$ cat config.mk
export PLATFORM = sky130hd
export DESIGN_NAME = arbiter_client_flat
export DESIGN_NICKNAME = d
export VERILOG_FILES = /design/src/rtl/arbiter_client_pkg.sv /design/src/rtl/arbiter_client_if.sv /design/src/rtl/arbiter_client_chan.sv /design/src/rtl/arbiter_client.sv /design/src/flat_wrapper.sv
export SDC_FILE = /design/constraint.sdc
export NUM_CORES = 1
export LEC_CHECK = 0
export ABC_CLOCK_PERIOD_IN_PS = 2100
export BUFFER_PORTS_ARGS = -buffer_cell sky130_fd_sc_hd__buf_4
export CAP_MARGIN = 40
export CORE_MARGIN = 4
export CORE_UTILIZATION = 45
export CTS_CLUSTER_SIZE = 20
export DETAILED_ROUTE_END_ITERATION = 8
export PLACE_DENSITY = 0.66
export SLEW_MARGIN = 40
export SYNTH_ARGS = -nofsm -noshare
export SYNTH_HDL_FRONTEND = slang
export SYNTH_HIERARCHICAL = 1
export SYNTH_SLANG_ARGS = --single-unit
$ cat constraint.sdc
create_clock -name clk -period 2.1 [get_ports clk]
set_input_delay 0.42 -clock clk [delete_from_list [all_inputs] [get_ports clk]]
set_output_delay 0.42 -clock clk [all_outputs]
set_load 0.02 [all_outputs]
$ cat src/rtl/arbiter_client_pkg.sv
// Shared definitions for the arbiter requester side: grant encodings and
// the per-client channel state machine encoding.
package arbiter_client_pkg;

  localparam logic [1:0] GNT_NONE = 2'b00;
  localparam logic [1:0] GNT_C0   = 2'b01;
  localparam logic [1:0] GNT_C1   = 2'b10;
  localparam logic [1:0] GNT_C2   = 2'b11;

  typedef enum logic [1:0] {
    ST_IDLE    = 2'b00,
    ST_REQ     = 2'b01,
    ST_HOLD    = 2'b10,
    ST_RELEASE = 2'b11
  } chanState_e;

  function automatic logic [1:0] gntFor(input int unsigned idx);
    case (idx)
      0:       return GNT_C0;
      1:       return GNT_C1;
      default: return GNT_C2;
    endcase
  endfunction

endpackage

$ cat src/rtl/arbiter_client_if.sv
// Job-source / arbiter-facing signal bundle of the requester block.
// The master side is the requester itself; the slave side is its environment.
interface arbiter_client_if #(
  parameter int CNT_W = 3
);

  logic [2:0]         job_valid;
  logic [2:0]         job_ready;
  logic [1:0]         grant_q;
  logic [2:0]         req;
  logic [2:0]         busy;
  logic [2:0]         done;
  logic [3*CNT_W-1:0] pending;
  logic               timeout_err;
  logic               proto_err;

  modport master (
    input  job_valid, grant_q,
    output job_ready, req, busy, done, pending, timeout_err, proto_err
  );

  modport slave (
    output job_valid, grant_q,
    input  job_ready, req, busy, done, pending, timeout_err, proto_err
  );

endinterface

$ cat src/rtl/arbiter_client_chan.sv
// One client's request channel: pending-job counter, IDLE/REQ/HOLD/RELEASE
// FSM, hold and wait counters, and per-cycle protocol/timeout events.
module arbiter_client_chan
  import arbiter_client_pkg::*;
#(
  parameter int unsigned IDX         = 0,
  parameter int unsigned HOLD_CYCLES = 4,
  parameter int unsigned TIMEOUT     = 15,
  parameter int unsigned CNT_W       = 3
) (
  input  logic             clk,
  input  logic             rst,
  input  logic             jobValid_i,
  input  logic [1:0]       grant_i,
  output logic             jobReady_o,
  output logic             req_o,
  output logic             busy_o,
  output logic             done_o,
  output logic [CNT_W-1:0] pending_o,
  output logic             timeoutEv_o,
  output logic             protoEv_o
);

  localparam logic [1:0]       MY_GNT    = gntFor(IDX);
  localparam logic [CNT_W-1:0] CNT_MAX   = '1;
  localparam logic [3:0]       HOLD_LOAD = 4'(HOLD_CYCLES - 1);
  localparam logic [7:0]       WAIT_MAX  = 8'(TIMEOUT);

  chanState_e       state_q, state_d;
  logic [3:0]       holdCnt_q, holdCnt_d;
  logic [7:0]       waitCnt_q, waitCnt_d;
  logic [CNT_W-1:0] pendCnt_q, pendCnt_d;
  logic             releaseGuard_q, releaseGuard_d;
  logic             mine;
  logic             enq;
  logic             deq;

  always_ff @(posedge clk) begin
    if (rst) begin
      state_q        <= ST_IDLE;
      holdCnt_q      <= '0;
      waitCnt_q      <= '0;
      pendCnt_q      <= '0;
      releaseGuard_q <= 1'b0;
    end else begin
      state_q        <= state_d;
      holdCnt_q      <= holdCnt_d;
      waitCnt_q      <= waitCnt_d;
      pendCnt_q      <= pendCnt_d;
      releaseGuard_q <= releaseGuard_d;
    end
  end

  // The arbiter's registered grant trails our req by a cycle, so a grant seen
  // in the IDLE cycle right after RELEASE is tolerated (releaseGuard_q).
  always_comb begin
    state_d        = state_q;
    holdCnt_d      = holdCnt_q;
    waitCnt_d      = waitCnt_q;
    releaseGuard_d = (state_q == ST_RELEASE);
    protoEv_o      = 1'b0;
    deq            = 1'b0;
    mine           = (grant_i == MY_GNT);

    case (state_q)
      ST_IDLE: begin
        waitCnt_d = '0;
        if (mine && !releaseGuard_q) protoEv_o = 1'b1;
        if (pendCnt_q != '0) state_d = ST_REQ;
      end
      ST_REQ: begin
        if (mine) begin
          state_d   = ST_HOLD;
          holdCnt_d = HOLD_LOAD;
          waitCnt_d = '0;
        end else if (waitCnt_q != WAIT_MAX) begin
          waitCnt_d = waitCnt_q + 8'd1;
        end
      end
      ST_HOLD: begin
        if (!mine) begin
          protoEv_o = 1'b1;
          state_d   = ST_REQ;
          waitCnt_d = '0;
        end else if (holdCnt_q == 4'd0) begin
          state_d = ST_RELEASE;
          deq     = 1'b1;
        end else begin
          holdCnt_d = holdCnt_q - 4'd1;
        end
      end
      ST_RELEASE: state_d = ST_IDLE;
      default:    state_d = ST_IDLE;
    endcase

    enq       = jobValid_i && (pendCnt_q != CNT_MAX);
    pendCnt_d = pendCnt_q;
    if (enq && !deq)      pendCnt_d = pendCnt_q + 1'b1;
    else if (!enq && deq) pendCnt_d = pendCnt_q - 1'b1;
  end

  assign req_o       = (state_q == ST_REQ) || (state_q == ST_HOLD);
  assign busy_o      = (state_q == ST_HOLD);
  assign done_o      = (state_q == ST_RELEASE);
  assign jobReady_o  = (pendCnt_q != CNT_MAX);
  assign pending_o   = pendCnt_q;
  assign timeoutEv_o = (state_q == ST_REQ) && (waitCnt_q == WAIT_MAX);

endmodule

$ cat src/rtl/arbiter_client.sv
// Requester side of the three-way Moore arbiter: three independent client
// channels plus sticky timeout and grant-protocol error flags.
module arbiter_client
  import arbiter_client_pkg::*;
#(
  parameter int unsigned HOLD_CYCLES = 4,
  parameter int unsigned TIMEOUT     = 15,
  parameter int unsigned CNT_W       = 3
) (
  input  logic                clk,
  input  logic                rst,
  arbiter_client_if.master    bus
);

  logic [2:0]         reqVec;
  logic [2:0]         busyVec;
  logic [2:0]         doneVec;
  logic [2:0]         readyVec;
  logic [2:0]         timeoutEv;
  logic [2:0]         protoEv;
  logic [3*CNT_W-1:0] pendVec;
  logic               timeoutErr_q, timeoutErr_d;
  logic               protoErr_q, protoErr_d;

  for (genvar i = 0; i < 3; i++) begin : g_chan
    arbiter_client_chan #(
      .IDX         (i),
      .HOLD_CYCLES (HOLD_CYCLES),
      .TIMEOUT     (TIMEOUT),
      .CNT_W       (CNT_W)
    ) u_chan (
      .clk         (clk),
      .rst         (rst),
      .jobValid_i  (bus.job_valid[i]),
      .grant_i     (bus.grant_q),
      .jobReady_o  (readyVec[i]),
      .req_o       (reqVec[i]),
      .busy_o      (busyVec[i]),
      .done_o      (doneVec[i]),
      .pending_o   (pendVec[i*CNT_W +: CNT_W]),
      .timeoutEv_o (timeoutEv[i]),
      .protoEv_o   (protoEv[i])
    );
  end

  always_comb begin
    timeoutErr_d = timeoutErr_q | (|timeoutEv);
    protoErr_d   = protoErr_q | (|protoEv);
  end

  always_ff @(posedge clk) begin
    if (rst) begin
      timeoutErr_q <= 1'b0;
      protoErr_q   <= 1'b0;
    end else begin
      timeoutErr_q <= timeoutErr_d;
      protoErr_q   <= protoErr_d;
    end
  end

  assign bus.req         = reqVec;
  assign bus.busy        = busyVec;
  assign bus.done        = doneVec;
  assign bus.job_ready   = readyVec;
  assign bus.pending     = pendVec;
  assign bus.timeout_err = timeoutErr_q;
  assign bus.proto_err   = protoErr_q;

endmodule

$ cat src/flat_wrapper.sv
// flat-port wrapper written by rule: the top's interface ports become plain ports
module arbiter_client_flat import arbiter_client_pkg::*;
#(
  parameter int unsigned HOLD_CYCLES = 4,
  parameter int unsigned TIMEOUT     = 15,
  parameter int unsigned CNT_W       = 3
)
  (clk, rst, bus_job_valid, bus_grant_q, bus_job_ready, bus_req, bus_busy, bus_done, bus_pending, bus_timeout_err, bus_proto_err);
  arbiter_client_if #(.CNT_W(CNT_W)) bus_i ();
  input  logic clk;
  input  logic rst;
  input wire logic [$bits(bus_i.job_valid)-1:0] bus_job_valid;
  input wire logic [$bits(bus_i.grant_q)-1:0] bus_grant_q;
  output wire logic [$bits(bus_i.job_ready)-1:0] bus_job_ready;
  output wire logic [$bits(bus_i.req)-1:0] bus_req;
  output wire logic [$bits(bus_i.busy)-1:0] bus_busy;
  output wire logic [$bits(bus_i.done)-1:0] bus_done;
  output wire logic [$bits(bus_i.pending)-1:0] bus_pending;
  output wire logic [$bits(bus_i.timeout_err)-1:0] bus_timeout_err;
  output wire logic [$bits(bus_i.proto_err)-1:0] bus_proto_err;
  assign bus_i.job_valid = bus_job_valid;
  assign bus_i.grant_q = bus_grant_q;
  assign bus_job_ready = bus_i.job_ready;
  assign bus_req = bus_i.req;
  assign bus_busy = bus_i.busy;
  assign bus_done = bus_i.done;
  assign bus_pending = bus_i.pending;
  assign bus_timeout_err = bus_i.timeout_err;
  assign bus_proto_err = bus_i.proto_err;
  arbiter_client #(.HOLD_CYCLES(HOLD_CYCLES), .TIMEOUT(TIMEOUT), .CNT_W(CNT_W)) u_core (.clk(clk), .rst(rst), .bus(bus_i));
endmodule
### After elaboration in Yosys (flattened, before gate mapping)

Index checks and enable logic that the tools add are counted.

* eq/ne operators: 42
* reduce and logical (&&, ||, !) cells: 56
* muxes and demuxes: 63
* bitwise operators: 2
* add/subtract/negate cells: 12

Operators by type and width (count)
* $mux 8: 9
* $pmux 8 s3: 3
* $mux 4: 9
* $add 8x1->8 const B: 3
* $eq 8x4->1 const B: 3
* $mux 2: 12
* $ne 2x2->1 const B: 12
* $ne 8x4->1 const B: 3
* $pmux 2 s4: 3
* $pmux 4 s2: 3
* $mux 3: 6
* $ne 3x3->1 const B: 6
* $reduce_and 3->1: 6
* $reduce_bool 3->1: 6
* $eq 2x2->1 const B: 8
* $logic_and 1x1->1: 15
* $mux 1: 15
* $logic_not 4->1: 3
* $reduce_and 4->1: 3
* $reduce_bool 2->1: 6
* $sub 4x1->4 const B: 3
* $add 3x1->3 const B: 3
* $logic_not 1->1: 9
* $ne 3x2->1 const B: 3
* other kinds (8): 23

* word-level logic and storage cells: 192
* bits in registers: 56
* output and inout bits: 23

### Logic depth before layout (Yosys ltp)

* depth in word-level cells: 7
* gate-level depth with buffers: 10
* mapped depth without buffers: 10

### Cells and area by module

Netlist, hierarchy kept.

By module, submodules not included
* arbiter_client_chan at u_core.g_chan[0].u_chan ...: instances 2, cells an instance 128, area an instance 1083.5 µm²
* arbiter_client_chan at u_core.g_chan[2].u_chan: instances 1, cells an instance 127, area an instance 1078.5 µm²
* arbiter_client: instances 1, cells an instance 6, area an instance 60.1 µm²

### Least setup slack after synthesis

OpenSTA, ideal clock, no wires.

* kind: reg-to-reg
* start: register u_core.g_chan[0].u_chan.state_q[0]
* end: register u_core.g_chan[0].u_chan.pendCnt_q[2]
* clock period less this slack: 2332 ps
* stages on the path, launching flop included: 11
* buffers on the path: 0
* path slack: -232 ps
* arrival: 2262 ps
* cell sequence: dfxtp_1 -> inv_1 -> ha_1 -> and3b_1 -> nand2b_1 -> ha_1 -> inv_1 -> fa_1 -> xor2_1 -> or3_1 -> a21oi_1

* word-level cells in the longest chain between the ends: 5
* elaborated cells between the ends (all ways): 7
* those cells by class: 1 x eq/ne; 2 x mux; 4 x reduce/logical

RTL lines
* from (decl): line arbiter_client_chan.sv:29 `chanState_e state_q, state_d;`
* from (signal assigned): line arbiter_client_chan.sv:46 `state_q <= state_d;`
* $eq 2x2->1 (*)
* named net bus_busy[0]: line flat_wrapper.sv:16 `output wire logic [$bits(bus_i.busy)-1:0] bus_busy;`
* $mux 1 (*): line arbiter_client_chan.sv:65 `case (state_q)`
* $logic_not 1->1: line arbiter_client_chan.sv:98 `if (enq && !deq) pendCnt_d = pendCnt_q + 1'b1;`
* $logic_and 1x1->1: line arbiter_client_chan.sv:98
* $mux 3 or $reduce_bool 2->1 (tied branches)
* to (signal assigned): line arbiter_client_chan.sv:49 `pendCnt_q <= pendCnt_d;`
* to (decl): line arbiter_client_chan.sv:32 `logic [CNT_W-1:0] pendCnt_q, pendCnt_d;`

Mark *: on every way through the listed nets, which the timed path passes. The rest lies on a longest branch.
A chain may end at the register's enable or synchronous reset.

### Worst setup path after layout

* start: register u_core.g_chan[1].u_chan.holdCnt_q[0]
* end: register u_core.g_chan[1].u_chan.pendCnt_q[2]

* word-level cells in the longest chain between the ends: 7
* elaborated cells between the ends (all ways): 9
* those cells by class: 4 x mux; 5 x reduce/logical

RTL lines
* from (decl): line arbiter_client_chan.sv:30 `logic [3:0] holdCnt_q, holdCnt_d;`
* from (signal assigned): line arbiter_client_chan.sv:47 `holdCnt_q <= holdCnt_d;`
* $logic_not 4->1 (*): line arbiter_client_chan.sv:85 `end else if (holdCnt_q == 4'd0) begin`
* $mux 1 (*): line arbiter_client_chan.sv:85
* $mux 1 (*): line arbiter_client_chan.sv:81 `if (!mine) begin`
* $mux 1 (*): line arbiter_client_chan.sv:65
* $logic_not 1->1: line arbiter_client_chan.sv:98
* $logic_and 1x1->1: line arbiter_client_chan.sv:98
* $mux 3 or $reduce_bool 2->1 (tied branches)
* to (signal assigned): line arbiter_client_chan.sv:49
* to (decl): line arbiter_client_chan.sv:32

Every way passes the cells marked *; elsewhere a longest branch is shown, timed or not.

==> impl.org <==
** Clock tree
- The tree built by TritonCTS fans out to 56 sinks.
- Clock transition at the registers of the reported paths :: 0.10 ns
- Counting the buffers created by CTS gives 5.
- The tree is rooted in a sky130_fd_sc_hd__clkbuf_8.
- Number of buffers on the longest clock path :: 2
- Clock insertion delay at the later pin of the skew report :: 0.31 ns
- Clock tree from TritonCTS :: built
- In this run the number of H-tree levels came out at 2.

** Cells and area
- Fin area :: 4020 µm²
- Signed area change from the synthesized netlist to the final layout :: 21.5%
- Antenna diodes :: 0
- Fraction of final layout cells with drive strength greater than 1 :: 0.262
- The filler cells instantiated in the layout total 672.
- Net count, final :: 473

** Drt
- Post-DRT Antenna Nets :: 0
- After detailed routing, the number of remaining DRC violations is 0.
- Detailed-route wire length per cell :: 14.3 µm
- Summed over all layers, the routed wires come to 7.68 mm.
- Number of DRC violations after detailed-routing iteration 0 :: 120
- After detailed routing, the number of vias per cell comes to 5.66.
- The routed layout has 3046 vias.
- The first TritonRoute pass finished after 4 iterations.

** Synth
- Netlist area before placement :: 3310 µm²
- Part of the Yosys area used for sequential elements :: 0.339
- Number of storage elements in the synthesis netlist :: 56
- Syn_nets :: 420
- Unique cell type count in the Yosys netlist :: 53
- Most used DFF post-synth :: sky130_fd_sc_hd__dfxtp_1
- Dividing the synthesized area by the synthesized cell count gives 8.50 µm².
- Of all flip-flops after synthesis, the portion carrying an async set or reset was 0.
- Post-synth EDFFs :: 0
- In the post-synthesis netlist, the biggest area contributors are sky130_fd_sc_hd__dfxtp_1 (34%), sky130_fd_sc_hd__ha_1 (7.9%), sky130_fd_sc_hd__nor2_1 (4.0%), sky130_fd_sc_hd__inv_1 (3.4%), sky130_fd_sc_hd__a31oi_1 (3.2%).
- Area share of the leading cell type in the synthesized netlist :: 0.339
- Synthesis handed over a netlist of 389 instances.
- Cell type with the highest aggregate area in the netlist :: sky130_fd_sc_hd__dfxtp_1
- Number of synthesis warnings :: 6

** Global routing
- The first global-routing pass estimated 13.5 mm of wire.
- The number of antenna violations at the first check in global routing came to 0.
- Entering global routing, the biggest net connects 23 pins.
- Number of global-route vias before repair :: 3043
- Across every metal layer, demand over resource in global routing totals 0.184.
- Final global-route overflow total :: 0

** Setup path
- STA classifies the critical path endpoint as a flip-flop.
- Across all register-to-register paths, the minimum setup slack is 0.02 ns.
- The worst setup path is launched from a flip-flop.
- In this run the worst path has a maximum fanout of 2.
- Startpoint of the worst register-to-register path :: u_core/g_chan[1].u_chan/holdCnt_q[0]
- Endpoint of the worst-slack reg-to-reg timing path :: u_core/g_chan[1].u_chan/pending_o[2]
- Data arrives at the worst endpoint at 2.33 ns.
- Origin of the worst setup path :: u_core/g_chan[1].u_chan/holdCnt_q[0]
- The worst register-to-register path has a depth of 10.
- In this run the worst setup path terminates at u_core/g_chan[1].u_chan/pending_o[2].
- Data required time at the worst endpoint :: 2.35 ns
- Crit Path Category :: reg -> reg

** Floorplan
- Starting density of the core :: 0.473
- Die X :: 93.7 µm
- 30 I/O pins were placed.
- Die Y :: 93.7 µm
- Placeable core region :: 6980 µm²
- The die covers 8780 µm².
- Placement row count :: 30

** Power
- After layout, the design draws a total of 4.40 mW.
- Power per Cell Area :: 1090 nW/µm²
- In this run the static leakage power is 1.61 nW.
- Worst IR drop on VDD :: 0.696 mV

** STA
- The number of max-slew violations in the final report came to 0.
- Post-route setup slack :: 0.0206 ns
- Based on the critical path, the design can be clocked at up to 481 MHz.
- Dividing the final minimum period by the clock period gives 0.990.
- The clock period could shrink to 2.08 ns.
- Worst slew pin tran :: 0.661 ns
- Relative slew slack :: 0.556
- The number of hold violations in the final report came to 0.
- Setup repair after global routing could not meet its margin everywhere.
- For the final database, setup skew stands at 0.00831 ns.
- Total setup violations reported at the end of the flow :: 0

** Placed design
- Summing all placed instances gives a cell area of 3830 µm².
- After legalization and detailed placement, the total HPWL measured 5.67 mm.
- RePlAce Congestion :: 0.831
- Prior to clock tree synthesis, the placed netlist has a worst setup slack of -0.0543 ns.
- During placement, the flow inserted port buffers numbering 29.

** Worst hold path
- The min-delay analysis places its worst path in the category in -> reg.

** Flow run
- Max-cap violations in this run came to 0.

** Status
- Outcome :: completed
## worst min path at each step
stage,start,end,slack [ns],cells after the start
floorplan,u_core/g_chan[2].u_chan/waitCnt_q[7],u_core/g_chan[2].u_chan/waitCnt_q[7],0.43,1
global placement,u_core/g_chan[2].u_chan/waitCnt_q[7],u_core/g_chan[2].u_chan/waitCnt_q[7],0.45,1
detailed placement,u_core/g_chan[2].u_chan/waitCnt_q[7],u_core/g_chan[2].u_chan/waitCnt_q[7],0.46,1
CTS,rst,u_core/g_chan[1].u_chan/pending_o[0],0.45,2
global route,rst,u_core/g_chan[1].u_chan/pending_o[0],0.47,2
finish,rst,u_core/g_chan[1].u_chan/pending_o[2],0.46,2
## cells by family after synthesis
kind of cell / count (synthesis) / synth area share
DFF: 56 / 0.339
AOI/OAI and AO/OA: 88 / 0.190
adders and majority gates: 24 / 0.0977
and+or+nand+nor: 165 / 0.276
xor gates and xnor gates: 8 / 0.0212
buffers and inverters: 41 / 0.0534
muxes: 7 / 0.0223
## per-stage QoR
stage	setup TNS, ns	cells	utilization	hold WS (ns)
final	0	538	0.575	0.456
after detailed placement	-0.0805	528	0.549	0.460
after global placement	0	528	0.549	0.455
after floorplan	0	389	-	0.434
after global routing	-0.0979	538	0.575	0.467
after CTS	-0.0175	537	0.570	0.455
## timing repair
item,in CTS,in global routing
setup endpoints to repair,3,5
hold buffers,0,0
buffers inserted,2,1
resized for setup,13,12
pin swaps,8,6
## state kept, by name (all words and copies together) (netlist names)
| name | cells |
|---|---|
| u_core/g_chan.u_chan/state_q | 6 |
| u_core/g_chan.u_chan/releaseGuard_q | 3 |
| u_core/bus.timeout_err | 1 |
| u_core/g_chan.u_chan/holdCnt_q | 12 |
| u_core/bus.proto_err | 1 |
| u_core/g_chan.u_chan/pending_o | 9 |
| u_core/g_chan.u_chan/waitCnt_q | 24 |
## where the power goes
part	internal, mW	switching [mW]
clock	0.228	0.361
sequential	1.26	0.190
combinational	1.11	1.25
total	2.59	1.80
## worst max-delay path, stage by stage, from the launching register on
cell                       delay (ns)
sky130_fd_sc_hd__dfxtp_2         0.35
sky130_fd_sc_hd__inv_2           0.05
sky130_fd_sc_hd__ha_4            0.15
sky130_fd_sc_hd__or3b_4          0.23
sky130_fd_sc_hd__nand2b_4        0.12
sky130_fd_sc_hd__ha_4            0.13
sky130_fd_sc_hd__inv_2           0.04
sky130_fd_sc_hd__fa_2            0.34
sky130_fd_sc_hd__xor2_2          0.16
sky130_fd_sc_hd__or3_4           0.33
sky130_fd_sc_hd__a21oi_2         0.13
## cell usage in the layout (no fill, tap or decap), types with 9 or more instances in the layout
cell type and n:
sky130_fd_sc_hd__a211oi_1 12, sky130_fd_sc_hd__a21oi_1 9, sky130_fd_sc_hd__a31oi_1 17, sky130_fd_sc_hd__buf_4 57, sky130_fd_sc_hd__dfxtp_1 47, sky130_fd_sc_hd__dfxtp_2 9
sky130_fd_sc_hd__ha_1 12, sky130_fd_sc_hd__inv_1 21, sky130_fd_sc_hd__inv_2 9, sky130_fd_sc_hd__nand2_1 23, sky130_fd_sc_hd__nand3_1 19, sky130_fd_sc_hd__nor2_1 35
sky130_fd_sc_hd__nor3_1 16, sky130_fd_sc_hd__o21ai_0 15
## layout make-up
cell class	instances	area [µm²]	share of cell area
clock inverter	2	12.5	0.00312
tap	96	120	0.0299
clock buffer	5	68.8	0.0171
inverter	30	113	0.0280
multi-input combinational	292	2140	0.533
timing repair buffer	57	428	0.107
sequential	56	1130	0.282
## routing by layer
layer / vias up / track usage / part of all wire
li1: 1524 / - / -
met1: 1450 / 0.227 / 0.46
met2: 67 / 0.328 / 0.49
met3: 5 / 0.0313 / 0.046
met4: 0 / 0.0469 / 0.0074
met5: - / 0 / 0
## cell usage after synthesis (all sizes together), types with 4 or more instances
cell / n
a211oi: 12
nand2: 23
o21ai: 15
clkbuf: 8
nand3: 19
mux2i: 4
a31oi: 17
nand4: 5
ha: 21
nor2: 35
xor2: 8
dfxtp: 56
nor3: 17
nor2b: 8
and2: 5
o31ai: 4
inv: 30
nor4: 6
a21oi: 10
and3: 10
a211o: 4
nand2b: 10
or3: 5
(Power assumes the default switching activity.)
